**src/rtl/mul_div_unit.sv**
```systemverilog
// Iterative multiply/divide unit: MULTU/MULT (shift-add) and DIVU/DIV (restoring), results in HI/LO.
// Optional MTHI/MTLO write port enabled by defining MDU_HILO_WRITE_EN.
module mul_div_unit #(
   parameter int WIDTH = 32
) (
   input  logic             clk,
   input  logic             rst_n,
   input  logic             start,
   input  logic [1:0]       op,
   input  logic [WIDTH-1:0] a,
   input  logic [WIDTH-1:0] b,
`ifdef MDU_HILO_WRITE_EN
   input  logic             hi_we,
   input  logic             lo_we,
   input  logic [WIDTH-1:0] wdata,
`endif
   output logic             busy,
   output logic             done,
   output logic [WIDTH-1:0] hi,
   output logic [WIDTH-1:0] lo,
   output logic             div_by_zero
);

   // state | meaning
   // IDLE  | waiting for start; hi/lo hold last result
   // CALC  | one shift-add / shift-subtract iteration per cycle
   // FIX   | sign correction, write hi/lo, pulse done
   typedef enum logic [1:0] {IDLE, CALC, FIX} state_t;

   localparam int CW = (WIDTH > 1) ? $clog2(WIDTH) : 1;
   localparam logic [CW-1:0]      CNT_INIT = CW'(WIDTH - 1);
   localparam logic [CW-1:0]      CNT_ONE  = CW'(1);
   localparam logic [WIDTH-1:0]   ONE_W    = WIDTH'(1);
   localparam logic [2*WIDTH-1:0] ONE_2W   = (2*WIDTH)'(1);

   state_t               state, state_nx;
   logic [CW-1:0]        cnt;
   logic [2*WIDTH-1:0]   acc;
   logic [WIDTH-1:0]     opnd;
   logic [WIDTH-1:0]     a_raw;
   logic                 is_div, b_zero, neg_q, neg_r;

   logic                 a_neg, b_neg;
   logic [WIDTH-1:0]     a_mag, b_mag;
   logic [WIDTH:0]       mul_sum;
   logic [WIDTH-1:0]     rem_sh, div_diff;
   logic                 div_ge;
   logic [2*WIDTH-1:0]   mul_next, div_next, acc_neg;
   logic [WIDTH-1:0]     quot, rem;

   always_ff @(posedge clk or negedge rst_n) begin
      if (!rst_n) state <= IDLE;
      else        state <= state_nx;
   end

   always_comb begin
      state_nx = state;
      case (state)
         IDLE:    if (start) state_nx = CALC;
         CALC:    if (cnt == '0) state_nx = FIX;
         FIX:     state_nx = IDLE;
         default: state_nx = IDLE;
      endcase
   end

   assign busy = (state != IDLE);

   assign a_neg = op[0] & a[WIDTH-1];
   assign b_neg = op[0] & b[WIDTH-1];
   assign a_mag = a_neg ? (~a + ONE_W) : a;
   assign b_mag = b_neg ? (~b + ONE_W) : b;

   assign mul_sum  = {1'b0, acc[2*WIDTH-1:WIDTH]} + {1'b0, (acc[0] ? opnd : {WIDTH{1'b0}})};
   assign mul_next = {mul_sum, acc[WIDTH-1:1]};

   // The shifted remainder is WIDTH+1 bits; its top bit alone guarantees it exceeds the divisor,
   // and the true difference always fits WIDTH bits, so modular subtraction is exact.
   assign rem_sh   = {acc[2*WIDTH-2:WIDTH], acc[WIDTH-1]};
   assign div_ge   = acc[2*WIDTH-1] | (rem_sh >= opnd);
   assign div_diff = rem_sh - opnd;
   assign div_next = {(div_ge ? div_diff : rem_sh), acc[WIDTH-2:0], div_ge};

   assign acc_neg = ~acc + ONE_2W;
   assign quot    = acc[WIDTH-1:0];
   assign rem     = acc[2*WIDTH-1:WIDTH];

   always_ff @(posedge clk or negedge rst_n) begin
      if (!rst_n) begin
         cnt         <= '0;
         acc         <= '0;
         opnd        <= '0;
         a_raw       <= '0;
         is_div      <= 1'b0;
         b_zero      <= 1'b0;
         neg_q       <= 1'b0;
         neg_r       <= 1'b0;
         done        <= 1'b0;
         hi          <= '0;
         lo          <= '0;
         div_by_zero <= 1'b0;
      end else begin
         done <= 1'b0;
         case (state)
            IDLE: begin
               if (start) begin
                  is_div      <= op[1];
                  a_raw       <= a;
                  b_zero      <= (b == '0);
                  cnt         <= CNT_INIT;
                  div_by_zero <= 1'b0;
                  neg_q       <= a_neg ^ b_neg;
                  neg_r       <= a_neg;
                  if (op[1]) begin
                     acc  <= {{WIDTH{1'b0}}, a_mag};
                     opnd <= b_mag;
                  end else begin
                     acc  <= {{WIDTH{1'b0}}, b_mag};
                     opnd <= a_mag;
                  end
               end
`ifdef MDU_HILO_WRITE_EN
               else begin
                  if (hi_we) hi <= wdata;
                  if (lo_we) lo <= wdata;
               end
`endif
            end
            CALC: begin
               cnt <= cnt - CNT_ONE;
               acc <= is_div ? div_next : mul_next;
            end
            FIX: begin
               done <= 1'b1;
               if (is_div) begin
                  if (b_zero) begin
                     lo          <= '1;
                     hi          <= a_raw;
                     div_by_zero <= 1'b1;
                  end else begin
                     lo <= neg_q ? (~quot + ONE_W) : quot;
                     hi <= neg_r ? (~rem + ONE_W) : rem;
                  end
               end else begin
                  {hi, lo} <= neg_q ? acc_neg : acc;
               end
            end
            default: ;
         endcase
      end
   end

endmodule

```
**config.mk**
```make
export PLATFORM = sky130hd
export DESIGN_NAME = mul_div_unit
export DESIGN_NICKNAME = d
export VERILOG_FILES = /design/src/rtl/mul_div_unit.sv
export SDC_FILE = /design/constraint.sdc
export NUM_CORES = 1
export LEC_CHECK = 0
export ABC_AREA = 1
export CAP_MARGIN = 20
export CORE_MARGIN = 1.5
export CORE_UTILIZATION = 56
export CTS_CLUSTER_SIZE = 40
export DETAILED_ROUTE_END_ITERATION = 10
export PLACE_DENSITY = 0.76
export SYNTH_ARGS = -nofsm -noshare
export SYNTH_HDL_FRONTEND = slang
export SYNTH_SLANG_ARGS = --single-unit
```
**constraint.sdc**
```tcl
create_clock -name clk -period 5.3 [get_ports clk]
set_clock_uncertainty 0.2 [all_clocks]
set_input_delay 1.325 -clock clk [delete_from_list [all_inputs] [get_ports clk]]
set_output_delay 1.325 -clock clk [all_outputs]
set_load 0.01 [all_outputs]
```
==> results.json <==
{
  "status": "complete, no violations",
  "track_usage_pct": 45.3,
  "p_leak_nw": 11.5,
  "placed_area_mm2": 0.0212,
  "place_congestion": 1.20,
  "cp-start-kind": "input pin",
  "wirelength_um": 81700,
  "cts_setup_buffers": 0,
  "io_pins": 136,
  "final_cells": 3866,
  "first_pass_iters": 6,
  "clkTransAtPathRegs_ps": 60,
  "grt.overflow.total": 0,
  "crit_chain": "clkdlybuf4s50_1 > nand2_1 > clkinv_1 > buf_4 > nand2_1 > xor2_1 > nand2_1 > o211ai_1",
  "wire_per_inst_um": 21.1,
  "synth_top_cells_by_area": "dfrtp_1, nand2_1, inv_1",
  "pre_cts_ws_ps": 1410,
  "final_common_cell": "nand2_1",
  "worstPathRequired_ps": 5550,
  "cp.buffers_inverters": 3,
  "worstSetupEndpointType": "flip-flop",
  "drive_gt1_share_pct": 3.61,
  "die_x_um": 190,
  "antenna_found_initial": 1,
  "stdcell_area_mm2": 0.0220,
  "placed_cells": 3820,
  "power.density_mw_per_mm2": 697,
  "dieArea_mm2": 0.0360,
  "post-route-util_pct": 64.1,
  "drt_iter0_drc": 3357,
  "yosysWarningCount": 0,
  "syn_area_mm2": 0.0195,
  "rrSetupSlack_ps": 1870,
  "fin_nets": 3534,
  "critPathArrivalTime_ps": 3860,
  "ant_nets": 0,
  "drc_errors": 0,
  "path_max_fanout": 23,
  "htreeDepth": 1,
  "timing.final.crit_share_pct": 68.2,
  "cts.sinks": 205,
  "ys_seq_area_share_pct": 26.3,
  "row_count": 68,
  "fin_crit_ps": 3610,
  "dp.final_hpwl_um": 63900,
  "grt_pass1_wl_um": 123000,
  "area_delta_synth_final_pct": 12.9,
  "synth.avg_cell_area_um2": 5.89,
  "syn_nets": 3454,
  "grt_setup_unrepaired": "false",
  "slowest_delay_ps": 550,
  "max-clock-path-buffers": 3,
  "fillers": 3279,
  "hp-class": "flip-flop to flip-flop",
  "die-height_um": 190,
  "tightest_slew_ps": 1040,
  "vias": 23000,
  "cts_hold_buf": 0,
  "core_region_area_mm2": 0.0344,
  "ys_seq_elements": 205,
  "crit_slowest_cell": "nand2_1",
  "hold_violations": 0,
  "max_freq_ghz": 0.277,
  "worstSetupPathType": "input pin to flip-flop",
  "finalSetupTns_ps": 0,
  "cts_resized": 0,
  "maxCapViolCount": 0,
  "cts-root-buf": "clkbuf_16",
  "grt_max_degree": 98,
  "grt_pass1_vias": 21200,
  "postLayoutSetupSlackWorst_ps": 1690,
  "critPathTopFamily": "buffers and inverters",
  "setup_viol": 0,
  "cts_tree": "built",
  "io_buffers": 135,
  "yosys.area.top_type": "dfrtp_1",
  "viasPerCell": 5.94,
  "clock_latency_ps": 570,
  "peakVddDrop_uv": 514,
  "final_cell_mix": "nand2_1, inv_1, nor2_1, nand3_1, dfrtp_1",
  "slew_viol_final": 0,
  "cpMostUsedCell": "nand2_1",
  "synth_cell_types": 48,
  "slew_headroom_pct": 30.3,
  "cts_buffers": 24,
  "syn-instance-count": 3313,
  "yosys.area.top_type_share_pct": 26.3,
  "start_util_pct": 56.7
}
-- registers in the layout, summed over array words and instances (netlist names), 2 cells and up --
name   flops
acc       64
state      2
hi        32
cnt        5
lo        32
opnd      32
a_raw     32
-- tightest hold or removal path, stage by stage (launching register included) --
cell and delay [ps]:
dfrtp_1 340, nand2_1 50, o21ai_0 60
-- metal layers --
metal  vias up  global-route usage, %  wire, µm
met1     10400                   59.6     30600
met5         -                      0        81
met3       312                   10.7     11400
li1      10600                      -         -
met4         4                   28.7      6180
met2      1681                   66.9     33500
-- synthesized netlist by cell type (all sizes together) --
| master | number |
|---|---|
| and2 | 3 |
| xor2 | 84 |
| nand3b | 21 |
| o32ai | 1 |
| o2111ai | 8 |
| a22oi | 9 |
| o221ai | 4 |
| clkinv | 5 |
| nand2 | 1112 |
| a211o | 1 |
| nor2 | 346 |
| o21ai | 180 |
| a21oi | 172 |
| a21o | 1 |
| nand3 | 305 |
| o21bai | 6 |
| nand4 | 41 |
| and3 | 1 |
| o31ai | 5 |
| inv | 540 |
| buf | 34 |
| clkbuf | 67 |
| dfrtp | 205 |
| a221oi | 2 |
| o211ai | 21 |
| fa | 2 |
| or2 | 8 |
| xnor2 | 7 |
| nor3b | 1 |
| a31oi | 12 |
| nor3 | 25 |
| o22ai | 8 |
| nor4 | 6 |
| ha | 70 |
-- cell type report --
class	count	area, µm²	area share, %
clock inverters	12	159	0.722
inverters	545	2050	9.29
well taps	455	569	2.58
multi-input cells	2462	11900	54.1
flip-flops and latches	205	5130	23.3
clock buffers	30	653	2.97
diodes	2	5.00	0.0227
repair buffers	155	1550	7.02
-- path summary, 6_finish.rpt --
check                         start       end  depth (start not counted)
min in group asynchronous     rst_n    hi[30]                          1
max in group asynchronous     rst_n   acc[14]                          2
max                           op[0]  opnd[21]                          8
min                        a_raw[9]  a_raw[9]                          2
max reg2reg                 acc[28]    hi[30]                         11
min reg2reg                a_raw[9]  a_raw[9]                          2
-- power by group --
group	total [mW]	leakage [nW]	switching, mW	internal, mW
Sequential	3.38	2.40	1.25	2.13
Clock	1.75	0.395	0.724	1.02
Combinational	10.2	8.74	6.96	3.25
-- cells by family after synthesis --
logic type | count (synthesis) | synth area share [%]
buffers and inverters | 646 | 12.7
AOI/OAI and AO/OA | 430 | 12.1
and+or+nand+nor | 1869 | 40.1
xor gates and xnor gates | 91 | 4.09
adders and majority gates | 72 | 4.70
DFF | 205 | 26.3
-- per-stage QoR --
| stage | power [mW] | hold WS, ps |
|---|---|---|
| final | 15.3 | 288 |
| after global routing | 16.5 | 315 |
| after CTS | 14.9 | 285 |
| after detailed placement | 13.1 | 270 |
| after global placement | 12.9 | 264 |
| after floorplan | 9.94 | 243 |
Power figures use the tool's default switching activity.
